## config.mk

```make
export PLATFORM = sky130hd
export DESIGN_NAME = axi_rd_n_merger_flat
export DESIGN_NICKNAME = d
export VERILOG_FILES = /design/src/rtl/axi_rd_n_merger_pkg.sv /design/src/rtl/axi_rd_n_merger_if.sv /design/src/rtl/axi_rd_n_merger_rr_arbiter.sv /design/src/rtl/axi_rd_n_merger.sv /design/src/flat_wrapper.sv
export SDC_FILE = /design/constraint.sdc
export NUM_CORES = 1
export LEC_CHECK = 0
export BUFFER_PORTS_ARGS = -buffer_cell sky130_fd_sc_hd__buf_2
export CAP_MARGIN = 20
export CORE_ASPECT_RATIO = 0.75
export CORE_MARGIN = 4
export CORE_UTILIZATION = 35
export DETAILED_ROUTE_END_ITERATION = 6
export HOLD_SLACK_MARGIN = 0.02
export PLACE_DENSITY = 0.52
export RECOVER_POWER = 100
export SLEW_MARGIN = 20
export SYNTH_ARGS = -nofsm -noshare
export SYNTH_HDL_FRONTEND = slang
export SYNTH_SLANG_ARGS = --single-unit
```

## constraint.sdc

```tcl
create_clock -name clk -period 8.7 [get_ports clk]
set_clock_uncertainty 0.15 [all_clocks]
set_input_delay 0.87 -clock clk [delete_from_list [all_inputs] [get_ports clk]]
set_output_delay 0.87 -clock clk [all_outputs]
set_load 0.02 [all_outputs]
```

## src/rtl/axi_rd_n_merger_pkg.sv

```systemverilog
// Shared definitions for the N-to-1 AXI read-channel merger: AXI response/burst
// codes, arbiter state encoding and width helpers.
package axi_rd_n_merger_pkg;

  localparam logic [1:0] RESP_OKAY   = 2'b00;
  localparam logic [1:0] RESP_EXOKAY = 2'b01;
  localparam logic [1:0] RESP_SLVERR = 2'b10;
  localparam logic [1:0] RESP_DECERR = 2'b11;

  localparam logic [1:0] BURST_FIXED = 2'b00;
  localparam logic [1:0] BURST_INCR  = 2'b01;
  localparam logic [1:0] BURST_WRAP  = 2'b10;

  typedef enum logic {
    ST_IDLE,
    ST_LOCKED
  } arb_state_t;

  function automatic int clog2(input int value);
    int r;
    r = 0;
    while ((1 << r) < value) r++;
    return r;
  endfunction

  // A single port still needs one index bit so rid slicing stays legal.
  function automatic int idx_width(input int n);
    return (n > 1) ? clog2(n) : 1;
  endfunction

endpackage

```

## src/rtl/axi_rd_n_merger_if.sv

```systemverilog
// AXI read-channel bundle (AR + R), LANES channels packed side by side.
// The merger uses a LANES=NPORTS instance upstream and a LANES=1 instance downstream.
interface axi_rd_n_merger_if #(
  parameter int LANES = 1,
  parameter int IW    = 4,
  parameter int DW    = 64,
  parameter int EW    = 8
);
  import axi_rd_n_merger_pkg::*;

  logic [LANES*IW-1:0] arid;
  logic [LANES*32-1:0] araddr;
  logic [LANES*8-1:0]  arlen;
  logic [LANES*EW-1:0] arextras;
  logic [LANES*2-1:0]  arburst;
  logic [LANES-1:0]    arvalid;
  logic [LANES-1:0]    arready;
  logic [LANES*IW-1:0] rid;
  logic [LANES*DW-1:0] rdata;
  logic [LANES*2-1:0]  rresp;
  logic [LANES-1:0]    rlast;
  logic [LANES-1:0]    rvalid;
  logic [LANES-1:0]    rready;

  modport master (
    output arid, araddr, arlen, arextras, arburst, arvalid, rready,
    input  arready, rid, rdata, rresp, rlast, rvalid
  );

  modport slave (
    input  arid, araddr, arlen, arextras, arburst, arvalid, rready,
    output arready, rid, rdata, rresp, rlast, rvalid
  );

endinterface

```

## src/rtl/axi_rd_n_merger_rr_arbiter.sv

```systemverilog
// Round-robin arbiter: grants the first requester at or after the rotating
// pointer; on advance the pointer moves to one past the current grant.
module rr_arbiter
  import axi_rd_n_merger_pkg::*;
#(
  parameter  int N = 4,
  localparam int W = idx_width(N)
) (
  input  logic         clk,
  input  logic         rst,
  input  logic [N-1:0] req,
  input  logic         advance,
  output logic [N-1:0] grant_oh,
  output logic [W-1:0] grant_bin
);

  logic [W-1:0] ptr;

  always_comb begin
    int   cand;
    logic found;
    cand      = 0;
    found     = 1'b0;
    grant_oh  = '0;
    grant_bin = '0;
    for (int i = 0; i < N; i++) begin
      cand = int'(ptr) + i;
      if (cand >= N) cand = cand - N;
      if (!found && req[cand]) begin
        found          = 1'b1;
        grant_oh[cand] = 1'b1;
        grant_bin      = W'(cand);
      end
    end
  end

  always_ff @(posedge clk) begin
    if (rst) begin
      ptr <= '0;
    end else if (advance) begin
      ptr <= (int'(grant_bin) == N - 1) ? '0 : grant_bin + 1'b1;
    end
  end

endmodule

```

## src/rtl/axi_rd_n_merger.sv

```systemverilog
// N-to-1 AXI read merger: per-port AR FIFOs, round-robin AR issue with the port
// index prepended to ARID, combinational R return. Optional bad-beat checking under
// AXI_RD_MERGER_ERR_CHECK_EN (sinks bad beats and raises sticky rd_err).
module axi_rd_n_merger
  import axi_rd_n_merger_pkg::*;
#(
  parameter  int NPORTS           = 4,
  parameter  int IDWID            = 4,
  parameter  int DWID             = 64,
  parameter  int EXTRAS           = 8,
  parameter  int AFIFO_DEPTH_LOG2 = 2,
  parameter  int MAXOUT           = 8,
  localparam int PW               = idx_width(NPORTS)
) (
  input  logic                clk,
  input  logic                rst,
  axi_rd_n_merger_if.slave    s,
  axi_rd_n_merger_if.master   m,
  output logic                rd_err
);

  localparam int DEPTH = 1 << AFIFO_DEPTH_LOG2;
  localparam int AL    = AFIFO_DEPTH_LOG2;
  localparam int ARW   = IDWID + 32 + 8 + EXTRAS + 2;
  localparam int CW    = clog2(MAXOUT + 1);

  logic [NPORTS-1:0] fifo_empty;
  logic [NPORTS-1:0] fifo_full;
  logic [NPORTS-1:0] elig;
  logic [NPORTS-1:0] pop;
  logic [NPORTS-1:0] dec;
  logic [NPORTS-1:0] cnt_zero;
  logic [NPORTS-1:0] r_hit;
  logic [NPORTS-1:0] r_gate;
  logic [ARW-1:0]    head   [NPORTS];
  logic [CW-1:0]     outst  [NPORTS];

  arb_state_t        state_q, state_d;
  logic [PW-1:0]     grant_q;
  logic [NPORTS-1:0] grant_oh_q;
  logic [NPORTS-1:0] arb_req;
  logic [NPORTS-1:0] arb_oh;
  logic [PW-1:0]     arb_bin;
  logic              ar_fire;
  logic [PW-1:0]     r_idx;
  logic [IDWID-1:0]  head_id;

  assign s.arready = ~fifo_full;
  assign ar_fire   = m.arvalid[0] & m.arready[0];
  assign pop       = {NPORTS{ar_fire}} & grant_oh_q;
  assign r_idx     = m.rid[IDWID +: PW];

  for (genvar p = 0; p < NPORTS; p++) begin : g_port
    logic [ARW-1:0] mem [DEPTH];
    logic [AL:0]    wr_ptr, rd_ptr;
    logic [CW-1:0]  cnt_q;
    logic           push;
    logic           inc;

    assign push = s.arvalid[p] & ~fifo_full[p];
    assign inc  = pop[p];

    always_ff @(posedge clk) begin
      if (push) begin
        mem[wr_ptr[AL-1:0]] <= {s.arid[p*IDWID +: IDWID], s.araddr[p*32 +: 32],
                                s.arlen[p*8 +: 8], s.arextras[p*EXTRAS +: EXTRAS],
                                s.arburst[p*2 +: 2]};
      end
    end

    always_ff @(posedge clk) begin
      if (rst) begin
        wr_ptr <= '0;
        rd_ptr <= '0;
      end else begin
        if (push)   wr_ptr <= wr_ptr + 1'b1;
        if (pop[p]) rd_ptr <= rd_ptr + 1'b1;
      end
    end

    assign fifo_empty[p] = (wr_ptr == rd_ptr);
    assign fifo_full[p]  = (wr_ptr[AL] != rd_ptr[AL]) && (wr_ptr[AL-1:0] == rd_ptr[AL-1:0]);
    assign head[p]       = mem[rd_ptr[AL-1:0]];

    // Increment and decrement in the same cycle cancel out.
    always_ff @(posedge clk) begin
      if (rst) begin
        cnt_q <= '0;
      end else if (inc && !dec[p]) begin
        cnt_q <= cnt_q + 1'b1;
      end else if (dec[p] && !inc) begin
        cnt_q <= cnt_q - 1'b1;
      end
    end

    assign outst[p]    = cnt_q;
    assign cnt_zero[p] = (cnt_q == '0);
    assign elig[p]     = !fifo_empty[p] && (cnt_q < CW'(MAXOUT));
    assign r_hit[p]    = (r_idx == PW'(p));
    assign dec[p]      = s.rvalid[p] & s.rready[p] & m.rlast[0] & ~cnt_zero[p];
  end

  // While locked only the granted port requests, so the arbiter's grant equals
  // grant_q and advance moves the pointer to one past it.
  assign arb_req = (state_q == ST_IDLE) ? elig : grant_oh_q;

  rr_arbiter #(.N(NPORTS)) u_arb (
    .clk       (clk),
    .rst       (rst),
    .req       (arb_req),
    .advance   (ar_fire),
    .grant_oh  (arb_oh),
    .grant_bin (arb_bin)
  );

  always_ff @(posedge clk) begin
    if (rst) begin
      state_q    <= ST_IDLE;
      grant_q    <= '0;
      grant_oh_q <= '0;
    end else begin
      state_q <= state_d;
      if (state_q == ST_IDLE && |elig) begin
        grant_q    <= arb_bin;
        grant_oh_q <= arb_oh;
      end
    end
  end

  always_comb begin
    state_d = state_q;
    unique case (state_q)
      ST_IDLE:   if (|elig)   state_d = ST_LOCKED;
      ST_LOCKED: if (ar_fire) state_d = ST_IDLE;
      default:                state_d = ST_IDLE;
    endcase
  end

  // The FIFO head cannot move while locked, so the AR fields stay stable.
  always_comb begin
    head_id    = '0;
    m.arvalid  = 1'b0;
    m.arid     = '0;
    m.araddr   = '0;
    m.arlen    = '0;
    m.arextras = '0;
    m.arburst  = '0;
    if (state_q == ST_LOCKED) begin
      m.arvalid = 1'b1;
      {head_id, m.araddr, m.arlen, m.arextras, m.arburst} = head[grant_q];
      m.arid = {grant_q, head_id};
    end
  end

  assign s.rid    = {NPORTS{m.rid[IDWID-1:0]}};
  assign s.rdata  = {NPORTS{m.rdata}};
  assign s.rresp  = {NPORTS{m.rresp}};
  assign s.rlast  = {NPORTS{m.rlast[0]}};
  assign s.rvalid = {NPORTS{m.rvalid[0]}} & r_hit & r_gate;

`ifdef AXI_RD_MERGER_ERR_CHECK_EN
  logic r_bad;
  logic rd_err_q;

  // Beats for an unknown port or a port with nothing outstanding are swallowed.
  assign r_bad     = ~|r_hit | |(r_hit & cnt_zero);
  assign r_gate    = ~cnt_zero;
  assign m.rready  = r_bad | |(r_hit & s.rready);
  assign rd_err    = rd_err_q;

  always_ff @(posedge clk) begin
    if (rst) begin
      rd_err_q <= 1'b0;
    end else if (m.rvalid[0] && r_bad) begin
      rd_err_q <= 1'b1;
    end
  end
`else
  assign r_gate    = '1;
  assign m.rready  = |(r_hit & s.rready);
  assign rd_err    = 1'b0;
`endif

endmodule

```

## src/flat_wrapper.sv

```systemverilog
// flat-port wrapper written by rule: the top's interface ports become plain ports
module axi_rd_n_merger_flat import axi_rd_n_merger_pkg::*;
#(
  parameter  int NPORTS           = 4,
  parameter  int IDWID            = 4,
  parameter  int DWID             = 64,
  parameter  int EXTRAS           = 8,
  parameter  int AFIFO_DEPTH_LOG2 = 2,
  parameter  int MAXOUT           = 8,
  localparam int PW               = idx_width(NPORTS)
)
  (clk, rst, rd_err, s_arid, s_araddr, s_arlen, s_arextras, s_arburst, s_arvalid, s_rready, s_arready, s_rid, s_rdata, s_rresp, s_rlast, s_rvalid, m_arid, m_araddr, m_arlen, m_arextras, m_arburst, m_arvalid, m_rready, m_arready, m_rid, m_rdata, m_rresp, m_rlast, m_rvalid);
  axi_rd_n_merger_if #(.LANES(NPORTS), .IW(IDWID), .DW(DWID), .EW(EXTRAS)) s_i ();
  axi_rd_n_merger_if #(.LANES(1), .IW(IDWID + (idx_width(NPORTS))), .DW(DWID), .EW(EXTRAS)) m_i ();
  input  logic clk;
  input  logic rst;
  output logic rd_err;
  input wire logic [$bits(s_i.arid)-1:0] s_arid;
  input wire logic [$bits(s_i.araddr)-1:0] s_araddr;
  input wire logic [$bits(s_i.arlen)-1:0] s_arlen;
  input wire logic [$bits(s_i.arextras)-1:0] s_arextras;
  input wire logic [$bits(s_i.arburst)-1:0] s_arburst;
  input wire logic [$bits(s_i.arvalid)-1:0] s_arvalid;
  input wire logic [$bits(s_i.rready)-1:0] s_rready;
  output wire logic [$bits(s_i.arready)-1:0] s_arready;
  output wire logic [$bits(s_i.rid)-1:0] s_rid;
  output wire logic [$bits(s_i.rdata)-1:0] s_rdata;
  output wire logic [$bits(s_i.rresp)-1:0] s_rresp;
  output wire logic [$bits(s_i.rlast)-1:0] s_rlast;
  output wire logic [$bits(s_i.rvalid)-1:0] s_rvalid;
  output wire logic [$bits(m_i.arid)-1:0] m_arid;
  output wire logic [$bits(m_i.araddr)-1:0] m_araddr;
  output wire logic [$bits(m_i.arlen)-1:0] m_arlen;
  output wire logic [$bits(m_i.arextras)-1:0] m_arextras;
  output wire logic [$bits(m_i.arburst)-1:0] m_arburst;
  output wire logic [$bits(m_i.arvalid)-1:0] m_arvalid;
  output wire logic [$bits(m_i.rready)-1:0] m_rready;
  input wire logic [$bits(m_i.arready)-1:0] m_arready;
  input wire logic [$bits(m_i.rid)-1:0] m_rid;
  input wire logic [$bits(m_i.rdata)-1:0] m_rdata;
  input wire logic [$bits(m_i.rresp)-1:0] m_rresp;
  input wire logic [$bits(m_i.rlast)-1:0] m_rlast;
  input wire logic [$bits(m_i.rvalid)-1:0] m_rvalid;
  assign s_i.arid = s_arid;
  assign s_i.araddr = s_araddr;
  assign s_i.arlen = s_arlen;
  assign s_i.arextras = s_arextras;
  assign s_i.arburst = s_arburst;
  assign s_i.arvalid = s_arvalid;
  assign s_i.rready = s_rready;
  assign s_arready = s_i.arready;
  assign s_rid = s_i.rid;
  assign s_rdata = s_i.rdata;
  assign s_rresp = s_i.rresp;
  assign s_rlast = s_i.rlast;
  assign s_rvalid = s_i.rvalid;
  assign m_arid = m_i.arid;
  assign m_araddr = m_i.araddr;
  assign m_arlen = m_i.arlen;
  assign m_arextras = m_i.arextras;
  assign m_arburst = m_i.arburst;
  assign m_arvalid = m_i.arvalid;
  assign m_rready = m_i.rready;
  assign m_i.arready = m_arready;
  assign m_i.rid = m_rid;
  assign m_i.rdata = m_rdata;
  assign m_i.rresp = m_rresp;
  assign m_i.rlast = m_rlast;
  assign m_i.rvalid = m_rvalid;
  axi_rd_n_merger #(.NPORTS(NPORTS), .IDWID(IDWID), .DWID(DWID), .EXTRAS(EXTRAS), .AFIFO_DEPTH_LOG2(AFIFO_DEPTH_LOG2), .MAXOUT(MAXOUT)) u_core (.clk(clk), .rst(rst), .s(s_i), .m(m_i), .rd_err(rd_err));
endmodule
```

==> results of run 1 <==
[cell usage after synthesis (3+ instances only)]
cell      count
mux2i_1      12
nand4_1       7
clkbuf_1     52
nor3_1        6
or4_1         5
fa_1          4
xnor2_1      23
a21o_1        6
buf_1         6
inv_1        18
nand2b_1      3
a21oi_1      26
a41oi_1       3
dfxtp_1      57
nand2_1      18
mux4_2      274
buf_4       287
o21bai_1      3
o22ai_1       3
and2_1       65
o21ai_0       5
xor2_1       17
nor2b_1       5
and3_1       25
buf_2        21
ha_1         39
or3_1         6
nand3_1       4
nor2_1       58
edfxtp_1    864
[area by class of cell]
type | instances | area, sq um
Fill cell | 9739 | 65800
Sequential cell | 921 | 27100
Multi-Input combinational cell | 645 | 8810
Clock buffer | 111 | 2460
Tap cell | 1431 | 1790
Timing Repair Buffer | 325 | 1380
Clock inverter | 62 | 658
Inverter | 20 | 75.1
Antenna cell | 23 | 57.6
[routing by layer]
metal	global-route usage [%]	routed length [microns]
met3	7.27	9740
met4	4.76	2090
met5	1.09	449
met2	28.0	48900
met1	22.6	41700
[layout by cell type (no fill, tap or decap), types with 4 or more instances in the layout]
cell type	synthesis	routed
buf_2	21	53
a21oi_1	26	26
clkinv_2	0	18
nand2_1	18	18
and3_1	25	20
xor2_1	17	17
dfxtp_4	0	8
or3_1	6	6
o21ai_0	5	5
mux2i_1	12	12
clkinvlp_4	0	4
and2_0	1	41
nand4_1	7	7
ha_1	39	39
and2_1	65	25
nand3_1	4	4
bufinv_16	0	11
nor3_1	6	6
xnor2_1	23	23
clkinv_1	0	20
clkbuf_1	52	276
edfxtp_1	864	864
nor2_1	58	58
buf_4	287	7
diode_2	0	23
and3_2	0	5
fa_1	4	4
inv_1	18	18
nor2b_1	5	5
a21o_1	6	6
clkbuf_16	0	95
or4_1	5	5
dfxtp_1	57	49
mux4_2	274	274
[power by group]
group / switching (mW) / leakage, nW / internal, mW
combinational: 0.808 / 3.26 / 0.618
sequential: 0.165 / 8.40 / 5.11
clock: 1.68 / 1.51 / 2.35
total: 2.65 / 13.2 / 8.08
[cells by family (layout without fill, tap and decap cells)]
family,Yosys count,count (layout),synth area share (%)
compound gates,63,63,1.12
xor+xnor,40,40,0.911
fa+ha+maj,43,43,1.48
buf+inv,386,518,6.64
flops,921,921,70.5
mux,286,286,16.4
other cells,1,24,0.00975
simple gates,212,212,3.02
[worst max-delay path: stages, from the launching register on]
cell and delay [ns]:
dfxtp_1 1.54, clkbuf_1 1.84, and2_0 0.47, buf_2 0.24
[worst max path at each step]
stage,from,to,slack (ns)
3_5_place_dp,flip-flop,m_arextras[1],4.55
5_1_grt,flip-flop,m_arextras[1],2.38
4_1_cts,flip-flop,m_arextras[1],3.79
6_report,u_core.state_q,m_arlen[7],2.82
2_1_floorplan,flip-flop,m_araddr[0],5.51
3_3_place_gp,flip-flop,m_arextras[4],4.52
[flip-flops by register name (all words and copies together), names as in the netlist, named ones only]
| signal | cells |
|---|---|
| u_core.state_q | 1 |
| u_core.grant_q | 2 |
| u_core.u_arb.ptr | 1 |
| u_core.g_port.mem | 864 |
| u_core.g_port.rd_ptr | 12 |
| u_core.g_port.cnt_q | 16 |
| u_core.g_port.wr_ptr | 12 |
| u_core.grant_oh_q | 4 |
[stage by stage]
stage	hold slack, ns	std cells	worst slack, ns	total power, mW
after detailed placement	0.366	3340	4.55	6.85
final	0.301	3538	2.82	10.7
after global placement	0.338	3337	4.52	6.81
after CTS	0.192	3513	3.79	10.9
after floorplan	0.326	1952	5.51	6.45
after global routing	0.256	3521	2.38	11.2
==> impl_metrics.json, run 1 <==
{
  "status": "finished with violations",
  "violations_in_the_final_reports": "max-capacitance violations, max-slew violations",
  "hold_start": "s_arextras[8]",
  "start_util_pct": 35.6,
  "portBuffers": 300,
  "worstHoldEndpoint": "u_core.g_port[1].mem[0][2]",
  "post_dp_cell_area_sq_um": 39600,
  "wl_microns": 103000,
  "cts_repair_resize_count": 0,
  "stdcell_area_sq_um": 42300,
  "post_route_cells_drive_above_1_share_pct": 23.8,
  "ys_seq_elements": 921,
  "worstHoldPathCells": 1,
  "drc": 0,
  "synth_edf_count": 864,
  "critical_path_arrival_ns": 4.86,
  "async_flop_share_pct": 0,
  "via_per_inst": 5.14,
  "total_leakage_power_nw": 13.2,
  "ys_seq_area_share_pct": 70.5,
  "hold_class": "in -> reg",
  "nNetsFinal": 2350,
  "timing_max_transition_violations_final": 968,
  "final.period_utilization_pct": 67.6,
  "synthTopCellsByArea": "edfxtp_1, mux4_2, buf_4",
  "final.min_clock_period_ns": 5.88,
  "finalSetupViolCount": 0,
  "netlist-cell-type-count": 55,
  "detailedRoute.firstPassIterationCount": 5,
  "cts_post_setup_buffers_inserted": 0,
  "syn_area_sq_um": 38400,
  "number_of_global_route_vias_before_repair": 19100,
  "area_delta_synth_final_pct": 10.1,
  "wl_per_cell_microns": 29.1,
  "setup-tns-final_ns": 0,
  "post-route-util_pct": 39.2,
  "reg2reg_setup_slack_ns": 3.19,
  "cp_data_required_time_ns": 7.68,
  "fp.coreArea_sq_um": 108000,
  "cts.htree.levels": 3,
  "grt_first_pass_wirelength_microns": 144000,
  "pwr_density_cell_nw_per_um2": 254,
  "clk-insertion-delay-late_ns": 0.67,
  "rows": 104,
  "postRouteAntennaNets": 0,
  "gp_routability_congestion": 0.738,
  "via_count": 18200,
  "synth_fp_nets": 2296,
  "dp_hpwl_microns": 64900,
  "cts.hold.buffers_added": 0,
  "unrepaired_setup_endpoints_after_global_routing": "false",
  "worstMarginPinSlew_ns": 4.94,
  "tritoncts": "built",
  "max-vdd-ir-drop_uv": 126,
  "r2r-end": "u_core.grant_oh_q[2]",
  "final_hold_viol_count": 0,
  "grt_start_max_net_pins": 56,
  "post-synth-top-area-cell": "edfxtp_1",
  "synth.top_cell.area_share_pct": 67.5,
  "critical_path.reg2reg.startpoint": "u_core.state_q",
  "cts_root_buf": "clkbuf_16",
  "post_synth_inst_count": 1952,
  "achievable-frequency_mhz": 170,
  "number_of_drc_markers_after_the_initial_detailed_route_iteration": 1492,
  "top_level_ports": 652,
  "worst-path-max-fanout": 41,
  "antenna_found_initial": 48,
  "timing.critical_path.to_type": "output port",
  "cts_made_buffers": 93,
  "yosys_most_used_dff": "edfxtp_1",
  "cp-start-kind": "flip-flop",
  "relSlewSlack_pct": -229,
  "clock_sinks": 921,
  "grt_overflow": 0,
  "die_width_microns": 391,
  "cts.reportedPaths.clkPinSlew_ns": 0.06,
  "cap_violations": 26,
  "synth_area_per_cell_sq_um": 19.7,
  "worst-setup-path-type": "reg -> out",
  "grt_util_all_layers_pct": 17.7,
  "max-clock-path-buffers": 3,
  "die-area_sq_um": 115000,
  "ff2ff_path_depth": 8,
  "die_h_microns": 295,
  "yosys_warnings": 0
}
No activity file was read; power rests on OpenSTA's default activity.
==> run 2: changes to the inputs <==
--- a/config.mk
+++ b/config.mk
@@ -5,6 +5,7 @@
 export SDC_FILE = /design/constraint.sdc
 export NUM_CORES = 1
 export LEC_CHECK = 0
+export ABC_AREA = 1
 export BUFFER_PORTS_ARGS = -buffer_cell sky130_fd_sc_hd__buf_2
 export CAP_MARGIN = 20
 export CORE_ASPECT_RATIO = 0.75
==> constraint.sdc (replaced) <==
create_clock -name clk -period 5.8 [get_ports clk]
set_clock_uncertainty 0.15 [all_clocks]
set_input_delay 0.58 -clock clk [delete_from_list [all_inputs] [get_ports clk]]
set_output_delay 0.58 -clock clk [all_outputs]
set_load 0.02 [all_outputs]
==> run 2 against run 1 <==
Effect of this change:
- the flow still finishes with violations (max-capacitance violations, max-slew violations)
- core utilization increased by 1.3 points
- sequential share of layout area down 3.3 points
- worst setup slack lost 2.0 ns
- clock power rose by 39%
- final area up 5.4%
- global-route usage up 1.0 points
- synthesized area up 1.9%
- register-to-register slack lost 2.3 ns
- critical path type unchanged
- largest power group unchanged
- highest routed layer unchanged
==> impl_metrics.json, run 2 <==
{
  "status": "finished with violations",
  "violations_in_the_final_reports": "max-capacitance violations, max-slew violations",
  "ys_seq_elements": 921,
  "final.period_utilization_pct": 86.0,
  "async_flop_share_pct": 0,
  "dp_hpwl_microns": 74200,
  "max-vdd-ir-drop_uv": 207,
  "wl_microns": 114000,
  "synth_edf_count": 864,
  "yosys_most_used_dff": "edfxtp_1",
  "synth_fp_nets": 3569,
  "synth_common_cells": "edfxtp_1, nor2_1, o21ai_0, nand2_1, buf_4",
  "finalSetupViolCount": 0,
  "post_synth_inst_count": 3225,
  "post_route_cells_drive_above_1_share_pct": 7.12,
  "timing_max_transition_violations_final": 761,
  "cap_violations": 17,
  "tritoncts": "built",
  "max-clock-path-buffers": 3,
  "critical_path.reg2reg.startpoint": "u_core.g_port[0].wr_ptr[1]",
  "die_width_microns": 394,
  "cp_data_required_time_ns": 5.07,
  "detailedRoute.firstPassIterationCount": 7,
  "syn_area_sq_um": 39200,
  "critical_path_arrival_ns": 4.26,
  "synth_area_per_cell_sq_um": 12.1,
  "worst_hold_slack_ns": 0.140,
  "final.min_clock_period_ns": 4.99,
  "finish.cell_count_without_fillers": 4945,
  "largest_register_ffs": 864,
  "netlist-cell-type-count": 37,
  "cts_repair_resize_count": 0,
  "achievable-frequency_mhz": 201,
  "cts.htree.levels": 3,
  "worst-setup-path-type": "reg -> out",
  "total_leakage_power_nw": 15.3,
  "post-synth-top-area-cell": "edfxtp_1",
  "fp.coreArea_sq_um": 110000,
  "clock_sinks": 921,
  "worstMarginPinSlew_ns": 4.27,
  "synth_most_common_cell": "edfxtp_1",
  "worst-path-max-fanout": 47,
  "critical_path.startpoint": "u_core.state_q",
  "area_delta_synth_final_pct": 13.9,
  "wl_per_cell_microns": 23.1,
  "via_per_inst": 5.09,
  "fillCellCount": 10500,
  "number_of_drc_markers_after_the_initial_detailed_route_iteration": 1986,
  "grt_overflow": 0,
  "hold_class": "in -> reg",
  "hold_start": "rst",
  "cts.reportedPaths.clkPinSlew_ns": 0.06,
  "grt_start_max_net_pins": 93,
  "grt_util_all_layers_pct": 18.7,
  "grt_first_pass_wirelength_microns": 165000,
  "drc": 0,
  "start_util_pct": 35.5,
  "yosys_warnings": 0,
  "via_count": 25200,
  "antenna_found_initial": 35,
  "portBuffers": 300,
  "pwr_density_cell_nw_per_um2": 361,
  "top_level_ports": 652,
  "cts_root_buf": "clkbuf_16",
  "clk-insertion-delay-late_ns": 0.66,
  "relSlewSlack_pct": -185,
  "die-area_sq_um": 117000,
  "post-route-util_pct": 40.5,
  "mostFrequentLayoutCell": "edfxtp_1",
  "setup-tns-final_ns": 0,
  "timing.critical_path.to_type": "output port",
  "ys_seq_area_share_pct": 69.1,
  "number_of_global_route_vias_before_repair": 23900,
  "cp-start-kind": "flip-flop",
  "rows": 105,
  "post-place-cells": 4553,
  "nNetsFinal": 3759,
  "synthTopCellsByArea": "edfxtp_1, o21ai_0, buf_4",
  "postRouteAntennaNets": 0,
  "layout_common_cells": "edfxtp_1, nor2_1, o21ai_0",
  "die_h_microns": 298,
  "power.total_mw": 16.1,
  "final_hold_viol_count": 0,
  "gp_routability_congestion": 0.804,
  "unrepaired_setup_endpoints_after_global_routing": "false",
  "synth.top_cell.area_share_pct": 66.2,
  "cts_made_buffers": 89
}
[run 2: final cells by class]
| class | instances | area, sq um | area share [%] |
|---|---|---|---|
| Timing Repair Buffer | 558 | 3570 | 8.00 |
| Inverter | 94 | 359 | 0.805 |
| Tap cell | 1444 | 1810 | 4.05 |
| Clock buffer | 113 | 2360 | 5.29 |
| Antenna cell | 17 | 42.5 | 0.0954 |
| Clock inverter | 47 | 397 | 0.889 |
| Multi-Input combinational cell | 1751 | 8960 | 20.1 |
| Sequential cell | 921 | 27100 | 60.8 |
[run 2: critical path: stages, from the launching register on]
cell and delay, ns:
dfxtp_1 0.45, nand2_2 0.12, clkbuf_2 1.03, clkinv_1 1.04, a32o_1 0.64, clkbuf_1 0.23
[run 2: final timing paths]
kind	cells past startpoint	slack, ns	endpoint
worst min-delay path	2	0.14	u_core.g_port[2].cnt_q[0]
worst min register to register	2	0.32	u_core.g_port[2].rd_ptr[2]
worst max-delay path	5	0.81	m_araddr[11]
worst max register to register	7	0.90	u_core.g_port[0].mem[1][25]
[run 2: layer usage]
layer / wire length, microns / global-route usage, % / up-vias
met2: 53400 / 30.1 / 961
met1: 48700 / 25.3 / 12300
met4: 2470 / 3.72 / 12
met5: 86 / 0 / -
met3: 9380 / 5.58 / 172
li1: - / - / 11800
[run 2: logic make-up (layout without fill, tap and decap cells)]
family	after synthesis	in the layout	share of synthesized area (%)
DFF	921	921	69.1
xor gates and xnor gates	7	7	0.157
adders and majority gates	43	43	1.45
buffers and inverters	553	812	8.12
and+or+nand+nor	861	861	8.89
other	1	18	0.00957
AOI/OAI and AO/OA	839	839	12.2
[run 2: where the power goes]
| part | total (mW) | internal (mW) | switching [mW] |
|---|---|---|---|
| clock | 5.62 | 3.11 | 2.51 |
| sequential | 7.80 | 7.65 | 0.152 |
| combinational | 2.71 | 0.757 | 1.95 |
| total | 16.1 | 11.5 | 4.61 |
[run 2: stage by stage]
step	setup slack [ns]	instance area (sq um)
final	0.813	44600
after floorplan	1.87	39200
after CTS	1.09	45000
after global routing	0.490	44600
after detailed placement	1.84	40100
after global placement	1.91	40100
[run 2: timing repair]
action | 4_1_cts | 5_1_grt
buffers inserted | 0 | 0
setup endpoints to repair | 0 | 0
hold buffers | 215 | 0
hold endpoints to repair | 860 | 0
